### src/rtl/ipif_axil_pkg.sv
// Shared constants, FSM state types and address decode helper for the IPIF AXI4-Lite slave.
package ipif_axil_pkg;

  localparam logic [1:0] RESP_OKAY   = 2'b00;
  localparam logic [1:0] RESP_SLVERR = 2'b10;

  typedef enum logic [1:0] {
    W_IDLE = 2'd0,
    W_EXEC = 2'd1,
    W_RESP = 2'd2
  } wr_state_t;

  typedef enum logic [1:0] {
    R_IDLE = 2'd0,
    R_EXEC = 2'd1,
    R_RESP = 2'd2
  } rd_state_t;

  // Byte address to register index: drop the byte-lane bits.
  function automatic logic [63:0] reg_index(input logic [63:0] addr, input int unsigned lsb);
    return addr >> lsb;
  endfunction

endpackage

### src/rtl/ipif_strobe_reg.sv
// One DW-bit register with byte-enable write and async active-low reset to INIT.
// Ports: clk, rst_n, we_i (write strobe), strb_i (byte enables), d_i (write data), q_o (contents).
module ipif_strobe_reg
  import ipif_axil_pkg::*;
#(
  parameter int unsigned    DW   = 32,
  parameter logic [DW-1:0]  INIT = '0
) (
  input  logic             clk,
  input  logic             rst_n,
  input  logic             we_i,
  input  logic [DW/8-1:0]  strb_i,
  input  logic [DW-1:0]    d_i,
  output logic [DW-1:0]    q_o
);

  logic [DW-1:0] q_d, q_q;

  // Merge enabled byte lanes into the held value.
  always_comb begin
    q_d = q_q;
    if (we_i) begin
      for (int b = 0; b < int'(DW / 8); b++) begin
        if (strb_i[b]) q_d[b*8 +: 8] = d_i[b*8 +: 8];
      end
    end
  end

  always_ff @(posedge clk or negedge rst_n) begin
    if (!rst_n) q_q <= INIT;
    else        q_q <= q_d;
  end

  assign q_o = q_q;

endmodule

### src/rtl/ipif_axil_slave.sv
// AXI4-Lite slave front end for the IPIF register path (bus clock domain).
// Ports: AXI4-Lite slave channels AW/W/B/AR/R on S_AXI_ACLK / S_AXI_ARESETN;
//   RdCE/WrCE one-cycle one-hot per-register strobes; params_from_bus register
//   file contents (reg i at [i*DW +: DW]); params_to_bus readback values.
module ipif_axil_slave
  import ipif_axil_pkg::*;
#(
  parameter int unsigned C_S_AXI_DATA_WIDTH = 32,
  parameter int unsigned C_S_AXI_ADDR_WIDTH = 8,
  parameter int unsigned N_REG              = 2,
  parameter logic [N_REG*C_S_AXI_DATA_WIDTH-1:0] REG_RESET = '0,
  parameter logic [N_REG-1:0]                    RO_MASK   = '0
) (
  input  logic                                 S_AXI_ACLK,
  input  logic                                 S_AXI_ARESETN,
  input  logic [C_S_AXI_ADDR_WIDTH-1:0]        S_AXI_AWADDR,
  input  logic [2:0]                           S_AXI_AWPROT,
  input  logic                                 S_AXI_AWVALID,
  output logic                                 S_AXI_AWREADY,
  input  logic [C_S_AXI_DATA_WIDTH-1:0]        S_AXI_WDATA,
  input  logic [C_S_AXI_DATA_WIDTH/8-1:0]      S_AXI_WSTRB,
  input  logic                                 S_AXI_WVALID,
  output logic                                 S_AXI_WREADY,
  output logic [1:0]                           S_AXI_BRESP,
  output logic                                 S_AXI_BVALID,
  input  logic                                 S_AXI_BREADY,
  input  logic [C_S_AXI_ADDR_WIDTH-1:0]        S_AXI_ARADDR,
  input  logic [2:0]                           S_AXI_ARPROT,
  input  logic                                 S_AXI_ARVALID,
  output logic                                 S_AXI_ARREADY,
  output logic [C_S_AXI_DATA_WIDTH-1:0]        S_AXI_RDATA,
  output logic [1:0]                           S_AXI_RRESP,
  output logic                                 S_AXI_RVALID,
  input  logic                                 S_AXI_RREADY,
  output logic [N_REG-1:0]                     RdCE,
  output logic [N_REG-1:0]                     WrCE,
  output logic [N_REG*C_S_AXI_DATA_WIDTH-1:0]  params_from_bus,
  input  logic [N_REG*C_S_AXI_DATA_WIDTH-1:0]  params_to_bus
);

  localparam int unsigned DW  = C_S_AXI_DATA_WIDTH;
  localparam int unsigned AW  = C_S_AXI_ADDR_WIDTH;
  localparam int unsigned SW  = DW / 8;
  localparam int unsigned LSB = $clog2(SW);

  // Protection bits carry no meaning for this register file.
  logic unused_prot;
  assign unused_prot = ^{S_AXI_AWPROT, S_AXI_ARPROT};

  // One-hot register select; all-zero for an out-of-range index.
  function automatic logic [N_REG-1:0] decode(input logic [AW-1:0] a);
    logic [N_REG-1:0] sel;
    sel = '0;
    for (int i = 0; i < int'(N_REG); i++) begin
      sel[i] = (reg_index(64'(a), LSB) == 64'(i));
    end
    return sel;
  endfunction

  // ---------------- write channel ----------------
  wr_state_t        wr_state_q, wr_state_d;
  logic             awready_q, awready_d;
  logic             wready_q, wready_d;
  logic             aw_got_q, aw_got_d;
  logic             w_got_q, w_got_d;
  logic [AW-1:0]    awaddr_q, awaddr_d;
  logic [DW-1:0]    wdata_q, wdata_d;
  logic [SW-1:0]    wstrb_q, wstrb_d;
  logic [N_REG-1:0] wrce_q, wrce_d;
  logic             bvalid_q, bvalid_d;
  logic [1:0]       bresp_q, bresp_d;
  logic             aw_hs, w_hs;

  assign aw_hs = S_AXI_AWVALID & awready_q;
  assign w_hs  = S_AXI_WVALID & wready_q;

  // Write FSM: collect AW and W independently, strobe for one cycle, then respond.
  always_comb begin
    wr_state_d = wr_state_q;
    awready_d  = awready_q;
    wready_d   = wready_q;
    aw_got_d   = aw_got_q;
    w_got_d    = w_got_q;
    awaddr_d   = awaddr_q;
    wdata_d    = wdata_q;
    wstrb_d    = wstrb_q;
    wrce_d     = '0;
    bvalid_d   = bvalid_q;
    bresp_d    = bresp_q;
    case (wr_state_q)
      W_IDLE: begin
        if (aw_hs) begin
          aw_got_d = 1'b1;
          awaddr_d = S_AXI_AWADDR;
        end
        if (w_hs) begin
          w_got_d = 1'b1;
          wdata_d = S_AXI_WDATA;
          wstrb_d = S_AXI_WSTRB;
        end
        awready_d = ~aw_got_d;
        wready_d  = ~w_got_d;
        if (aw_got_d && w_got_d) begin
          wr_state_d = W_EXEC;
          wrce_d     = decode(awaddr_d) & ~RO_MASK;
        end
      end
      W_EXEC: begin
        // The strobe doubles as the register write enable, so the new value
        // lands on the edge that ends this cycle.
        bresp_d    = (|wrce_q) ? RESP_OKAY : RESP_SLVERR;
        bvalid_d   = 1'b1;
        aw_got_d   = 1'b0;
        w_got_d    = 1'b0;
        wr_state_d = W_RESP;
      end
      W_RESP: begin
        if (S_AXI_BREADY) begin
          bvalid_d   = 1'b0;
          awready_d  = 1'b1;
          wready_d   = 1'b1;
          wr_state_d = W_IDLE;
        end
      end
      default: wr_state_d = W_IDLE;
    endcase
  end

  always_ff @(posedge S_AXI_ACLK or negedge S_AXI_ARESETN) begin
    if (!S_AXI_ARESETN) begin
      wr_state_q <= W_IDLE;
      awready_q  <= 1'b0;
      wready_q   <= 1'b0;
      aw_got_q   <= 1'b0;
      w_got_q    <= 1'b0;
      awaddr_q   <= '0;
      wdata_q    <= '0;
      wstrb_q    <= '0;
      wrce_q     <= '0;
      bvalid_q   <= 1'b0;
      bresp_q    <= RESP_OKAY;
    end else begin
      wr_state_q <= wr_state_d;
      awready_q  <= awready_d;
      wready_q   <= wready_d;
      aw_got_q   <= aw_got_d;
      w_got_q    <= w_got_d;
      awaddr_q   <= awaddr_d;
      wdata_q    <= wdata_d;
      wstrb_q    <= wstrb_d;
      wrce_q     <= wrce_d;
      bvalid_q   <= bvalid_d;
      bresp_q    <= bresp_d;
    end
  end

  // ---------------- read channel ----------------
  rd_state_t        rd_state_q, rd_state_d;
  logic             arready_q, arready_d;
  logic [N_REG-1:0] rdce_q, rdce_d;
  logic             rvalid_q, rvalid_d;
  logic [1:0]       rresp_q, rresp_d;
  logic [DW-1:0]    rdata_q, rdata_d;
  logic             ar_hs;

  assign ar_hs = S_AXI_ARVALID & arready_q;

  // Read FSM: the latched decode (rdce_q) selects the readback word during R_EXEC.
  always_comb begin
    rd_state_d = rd_state_q;
    arready_d  = arready_q;
    rdce_d     = '0;
    rvalid_d   = rvalid_q;
    rresp_d    = rresp_q;
    rdata_d    = rdata_q;
    case (rd_state_q)
      R_IDLE: begin
        arready_d = 1'b1;
        if (ar_hs) begin
          arready_d  = 1'b0;
          rdce_d     = decode(S_AXI_ARADDR);
          rd_state_d = R_EXEC;
        end
      end
      R_EXEC: begin
        rdata_d = '0;
        for (int i = 0; i < int'(N_REG); i++) begin
          if (rdce_q[i]) rdata_d = params_to_bus[i*DW +: DW];
        end
        rresp_d    = (|rdce_q) ? RESP_OKAY : RESP_SLVERR;
        rvalid_d   = 1'b1;
        rd_state_d = R_RESP;
      end
      R_RESP: begin
        if (S_AXI_RREADY) begin
          rvalid_d   = 1'b0;
          arready_d  = 1'b1;
          rd_state_d = R_IDLE;
        end
      end
      default: rd_state_d = R_IDLE;
    endcase
  end

  always_ff @(posedge S_AXI_ACLK or negedge S_AXI_ARESETN) begin
    if (!S_AXI_ARESETN) begin
      rd_state_q <= R_IDLE;
      arready_q  <= 1'b0;
      rdce_q     <= '0;
      rvalid_q   <= 1'b0;
      rresp_q    <= RESP_OKAY;
      rdata_q    <= '0;
    end else begin
      rd_state_q <= rd_state_d;
      arready_q  <= arready_d;
      rdce_q     <= rdce_d;
      rvalid_q   <= rvalid_d;
      rresp_q    <= rresp_d;
      rdata_q    <= rdata_d;
    end
  end

  // ---------------- register file ----------------
  for (genvar g = 0; g < int'(N_REG); g++) begin : g_reg
    ipif_strobe_reg #(
      .DW   (DW),
      .INIT (REG_RESET[g*DW +: DW])
    ) u_reg (
      .clk    (S_AXI_ACLK),
      .rst_n  (S_AXI_ARESETN),
      .we_i   (wrce_q[g]),
      .strb_i (wstrb_q),
      .d_i    (wdata_q),
      .q_o    (params_from_bus[g*DW +: DW])
    );
  end

  assign S_AXI_AWREADY = awready_q;
  assign S_AXI_WREADY  = wready_q;
  assign S_AXI_BVALID  = bvalid_q;
  assign S_AXI_BRESP   = bresp_q;
  assign S_AXI_ARREADY = arready_q;
  assign S_AXI_RVALID  = rvalid_q;
  assign S_AXI_RRESP   = rresp_q;
  assign S_AXI_RDATA   = rdata_q;
  assign RdCE          = rdce_q;
  assign WrCE          = wrce_q;

endmodule

### config.mk
export PLATFORM = sky130hd
export DESIGN_NAME = ipif_axil_slave
export DESIGN_NICKNAME = d
export VERILOG_FILES = /design/src/rtl/ipif_axil_pkg.sv /design/src/rtl/ipif_strobe_reg.sv /design/src/rtl/ipif_axil_slave.sv
export SDC_FILE = /design/constraint.sdc
export NUM_CORES = 1
export LEC_CHECK = 0
export ABC_CLOCK_PERIOD_IN_PS = 3600
export CAP_MARGIN = 30
export CORE_MARGIN = 5
export CORE_UTILIZATION = 40
export CTS_BUF_LIST = sky130_fd_sc_hd__clkbuf_4
export DETAILED_ROUTE_END_ITERATION = 6
export PLACE_DENSITY_LB_ADDON = 0.05
export SLEW_MARGIN = 20
export SYNTH_ARGS = -nofsm -noshare
export SYNTH_HDL_FRONTEND = slang
export SYNTH_HIERARCHICAL = 1
export SYNTH_SLANG_ARGS = --single-unit
### constraint.sdc
create_clock -name S_AXI_ACLK -period 3.6 [get_ports S_AXI_ACLK]
set_clock_uncertainty 0.05 [all_clocks]
set_input_delay 1.08 -clock S_AXI_ACLK [delete_from_list [all_inputs] [get_ports S_AXI_ACLK]]
set_output_delay 1.08 -clock S_AXI_ACLK [all_outputs]
set_load 0.05 [all_outputs]
**Word-level counts from Yosys, hierarchy flattened**

Cells that the tools add are included.
W data, S select, Z words.

- Register bits: 157
- Bits of input ports: 129
- Output and inout bits: 109
- Word-level logic and storage cells: 99

- Eq/ne operators: 10
- Muxes and demuxes: 32
- Bitwise logic cells: 5
- Reduce and logical (&&, ||, !) cells: 27

Operators with widths:

| operator | count |
|---|---|
| $logic_not A64 Y1 | 2 |
| $mux W32 | 2 |
| $reduce_and A2 Y1 | 15 |
| $mux W2 | 10 |
| $mux W8 | 2 |
| $pmux W1 S2 | 7 |
| $eq A6 B1 Y1 const B | 2 |
| $pmux W2 S3 | 2 |
| $reduce_bool A2 Y1 | 5 |
| $mux W1 | 9 |
| $ne A2 B2 Y1 const B | 4 |
| $eq A2 B1 Y1 const B | 2 |
| $eq A2 B2 Y1 const B | 2 |
| $logic_not A2 Y1 | 2 |
| $reduce_or A2 Y1 | 2 |
| $and A1 B1 Y1 | 3 |
| $not A1 Y1 | 2 |
| $logic_and A1 B1 Y1 | 1 |

**Depth between registers and ports, before layout**

- Depth after elaboration: 6
- Mapped depth: 5
- Gate-level depth less buffers: 4

**Cells and area by module**

Netlist, hierarchy kept.

Modules (own cells, without submodules):

| module | instances | cells each | area each (sq um) | seq. area each (sq um) |
|---|---|---|---|---|
| ipif_axil_slave | 1 | 306 | 3707.3 | 2277.2 |
| ipif_strobe_reg | 2 | 68 | 1186.1 | 800.8 |

**Least setup slack after synthesis**

Ideal clock, no wire load.

- Path kind: input port to flip-flop
- From: in S_AXI_WVALID
- To: reg wdata_q[10]
- Library setup time: 128 ps
- Data arrival time: 1896 ps
- Required time: 3422 ps
- Path slack: 1527 ps
- Stages on the path: 4
- Buffers on the path: 1
- Cell sequence: nand2_1 > nor2_8 > buf_4 > mux2_1

- Longest elaborated chain between the ends: 2

Ends and longest elaborated chain:

| item | RTL line | text |
|---|---|---|
| from (decl) | ipif_axil_slave.sv:22 | `input logic S_AXI_WVALID,` |
| $and A1 B1 Y1 | ipif_axil_slave.sv:75 | `assign w_hs = S_AXI_WVALID & wready_q;` |
| $reduce_and A2 Y1 (no source line) | -- |  |
| to (signal assigned) | ipif_axil_slave.sv:149 | `wdata_q <= wdata_d;` |
| to (decl) | ipif_axil_slave.sv:67 | `logic [DW-1:0] wdata_q, wdata_d;` |

Every way passes these cells.
A chain may end at the register's enable or synchronous reset.

**Worst setup path after layout**

- From: reg wrce_q[0], in the netlist WrCE[0]
- To: out WrCE[0]

RTL lines:

| item | RTL line | text |
|---|---|---|
| from (decl) | ipif_axil_slave.sv:69 | `logic [N_REG-1:0] wrce_q, wrce_d;` |
| from (signal assigned) | ipif_axil_slave.sv:151 | `wrce_q <= wrce_d;` |
| to (decl) | ipif_axil_slave.sv:36 | `output logic [N_REG-1:0] WrCE,` |

No word-level cell between the ends.

==> impl_metrics.tcl <==
set metrics [dict create \
    setup_viol_count_final 0 \
    relSlewSlack_pct 54.14 \
    syn_area_um2 6080 \
    p_per_area_nw_per_um2 784.6 \
    first_pass_iters 4 \
    yosysSeqAreaShare_pct 63.80 \
    synth-seq-cells 155 \
    synthToLayoutAreaGrowth_pct 45.52 \
    fp-row-count 45 \
    instances_no_fill 876 \
    rsz0062_at_grt "false" \
    portBuffers 225 \
    yosysUniqueCellTypes 35 \
    cpLargestDelayFamily "buffers and inverters" \
    core_area_um2 15030 \
    drtIter0Drc 138 \
    reg2reg_setup_slack_ns 1.65 \
    hpwl_mm 11.51 \
    htree_levels 4 \
    fin_crit_sh_pct 86.54 \
    grt_pass1_vias 4748 \
    wl_per_cell_um 17.38 \
    multi_input_area_um2 2093 \
    grt_max_degree 75 \
    crit_fanout 6 \
    fillers 1211 \
    via_per_inst 4.900 \
    critPathLaunchType "flop" \
    io_pins 238 \
    hold_ws_ns 0.4443 \
    die_area_um2 17760 \
    post_dp_cell_area_um2 8561 \
    period_needed_ns 3.115 \
    power.leakage_nw 3.842 \
    path_class "flop to output pin" \
    syn_area_per_cell_um2 13.75 \
    diodes 0 \
    start_util_pct 40.44 \
    cts_tree "done" \
    critPathCaptureType "output pin" \
    tightest_slew_ns 0.6879 \
    cp.required_ns 2.47 \
    path_cells "clkdlybuf4s50_1" \
    postCtsHoldBufs 0 \
    drive_gt1_share_pct 18.02 \
    fin_area_um2 8847 \
    slowest_delay_ns 0.88 \
    clock.fmax_mhz 321.0 \
    cpMaxStageDelayCell "clkdlybuf4s50_1" \
    cts_buffers 17 \
    hold_path_depth 2 \
    fin_nets 804 \
    tns_ns 0 \
    grt_pass1_wl_mm 25.02 \
    place.gp.congestion 0.7390 \
    cts-root-buf "clkbuf_4" \
    worstHoldEndpoint "S_AXI_RDATA[18]" \
    clk_latency_ns 0.53 \
    r2r-start "RdCE[1]" \
    rr_endpoint "S_AXI_RDATA[17]" \
    drc 0 \
    antenna_found_initial 0 \
    cp_num_buf_inv 1 \
    cts_resized 0 \
    grt_use_total_pct 17.91 \
    postRouteAntennaNets 0 \
    synthCells 442 \
    die_w_um 133.3 \
    vias 4292 \
    drv_cap 0 \
    power_mw 6.941 \
    placed_cells 844 \
    cts_sinks 155 \
    wirelength_mm 15.23 \
    r2r_cells 5 \
    seq_area_um2 3879 \
    cts_buffer_depth 2 \
    fp.dieH_um 133.3 \
    crit_arrival_ns 1.99 \
    overflow 0 \
    slew_violations 0 \
    min-delay-start "S_AXI_RDATA[18]" \
    status "complete, no violations" \
    clkTransAtPathRegs_ns 0.11 \
    post_cts_buffers 0 \
    yosysWarnings 6 \
    hp-class "flop to flop" \
    hold_viol 0 \
    peakVddDrop_uv 450.8 \
]
[synthesized netlist by cell type]
cell type / instances / area [µm²]
nor2b_1: 1 / 6.260
o22a_1: 1 / 8.760
nor3_1: 1 / 5.000
conb_1: 1 / 3.750
nor4b_1: 1 / 8.760
nand3_1: 3 / 15.01
nor2_2: 1 / 6.260
and3b_1: 1 / 8.760
nand2b_1: 3 / 18.77
nor2_1: 7 / 26.28
buf_6: 1 / 11.26
o21a_1: 3 / 22.52
buf_4: 5 / 37.54
a22oi_1: 31 / 232.7
or2_1: 1 / 6.260
dfrtp_1: 155 / 3879
or2_2: 1 / 6.260
clkbuf_1: 14 / 52.55
a211oi_1: 1 / 7.510
mux2_1: 36 / 405.4
nor2_8: 1 / 20.02
nor4_1: 2 / 12.51
or4_1: 1 / 7.510
mux2_2: 70 / 788.3
nand4b_1: 1 / 8.760
inv_1: 4 / 15.01
nand2_2: 8 / 50.05
o21ai_0: 36 / 180.2
and3_1: 1 / 6.260
a221oi_1: 1 / 8.760
nand2_1: 38 / 142.6
o31ai_1: 2 / 15.01
a2111o_1: 1 / 11.26
a21bo_2: 1 / 10.01
a21oi_1: 7 / 35.03
[power by group]
part	internal, mW	switching, mW
registers	2.37	0.395
logic	1.23	1.90
clock network	0.432	0.616
total	4.03	2.91
[cell families after synthesis]
| kind of cell | after synthesis | synth area share [%] |
|---|---|---|
| DFF | 155 | 63.80 |
| muxes | 106 | 19.63 |
| AOI/OAI and AO/OA | 84 | 8.746 |
| and+or+nand+nor | 72 | 5.845 |
| buffers and inverters | 24 | 1.914 |
| other | 1 | 0.06168 |
[metrics by stage]
step / setup slack (ns) / utilization [%]
6_report: 0.4846 / 58.85
5_1_grt: 0.3688 / 58.85
4_1_cts: 0.3942 / 58.85
3_5_place_dp: 0.9216 / 56.95
3_3_place_gp: 0.9606 / 56.81
2_1_floorplan: 1.527 / -
[area by class of cell]
cell class	instances	area share, %
Tap cell	188	2.659
Multi-Input combinational cell	264	23.66
Timing Repair Buffer	233	26.43
Inverter	4	0.1697
Clock buffer	19	1.612
Clock inverter	13	1.626
Sequential cell	155	43.84
[layer usage]
layer / routed length [µm] / global-route usage [%] / vias up
met5: 0 / 0 / -
met1: 6146 / 21.40 / 2090
met3: 1307 / 7.742 / 17
met4: 240 / 5.600 / 0
li1: - / - / 2046
met2: 7533 / 29.43 / 139
[flip-flops by register name, indices dropped and copies added, names as in the netlist]
signal,flops
g.u_reg/q_o,64
S_AXI_RDATA,32
wdata_q,32
awaddr_q,6
wstrb_q,4
RdCE,2
WrCE,2
rd_state_q,2
wr_state_q,2
S_AXI_ARREADY,1
S_AXI_AWREADY,1
S_AXI_BRESP,1
S_AXI_BVALID,1
S_AXI_RRESP,1
S_AXI_RVALID,1
S_AXI_WREADY,1
aw_got_q,1
w_got_q,1
[worst max path at each step]
stage	startpoint	end	slack [ns]	cells after the start
finish	WrCE[0]	WrCE[0]	0.48	1
global route	WrCE[0]	WrCE[0]	0.37	1
CTS	WrCE[0]	WrCE[0]	0.39	1
detailed placement	S_AXI_AWVALID	awaddr_q[2]	0.92	4
global placement	S_AXI_AWVALID	awaddr_q[4]	0.96	4
floorplan	S_AXI_WVALID	wdata_q[10]	1.53	4
[layout by cell type (no fill, tap or decap), drive strengths merged, types with 7 or more instances in the layout]
cell | Yosys | layout
mux2 | 106 | 106
dfrtp | 155 | 155
clkdlybuf4s50 | 0 | 224
nand2 | 46 | 46
nor2 | 9 | 9
a22oi | 31 | 31
buf | 6 | 9
a21oi | 7 | 7
o21ai | 36 | 36
clkbuf | 14 | 19
(Power assumes the default switching activity.)
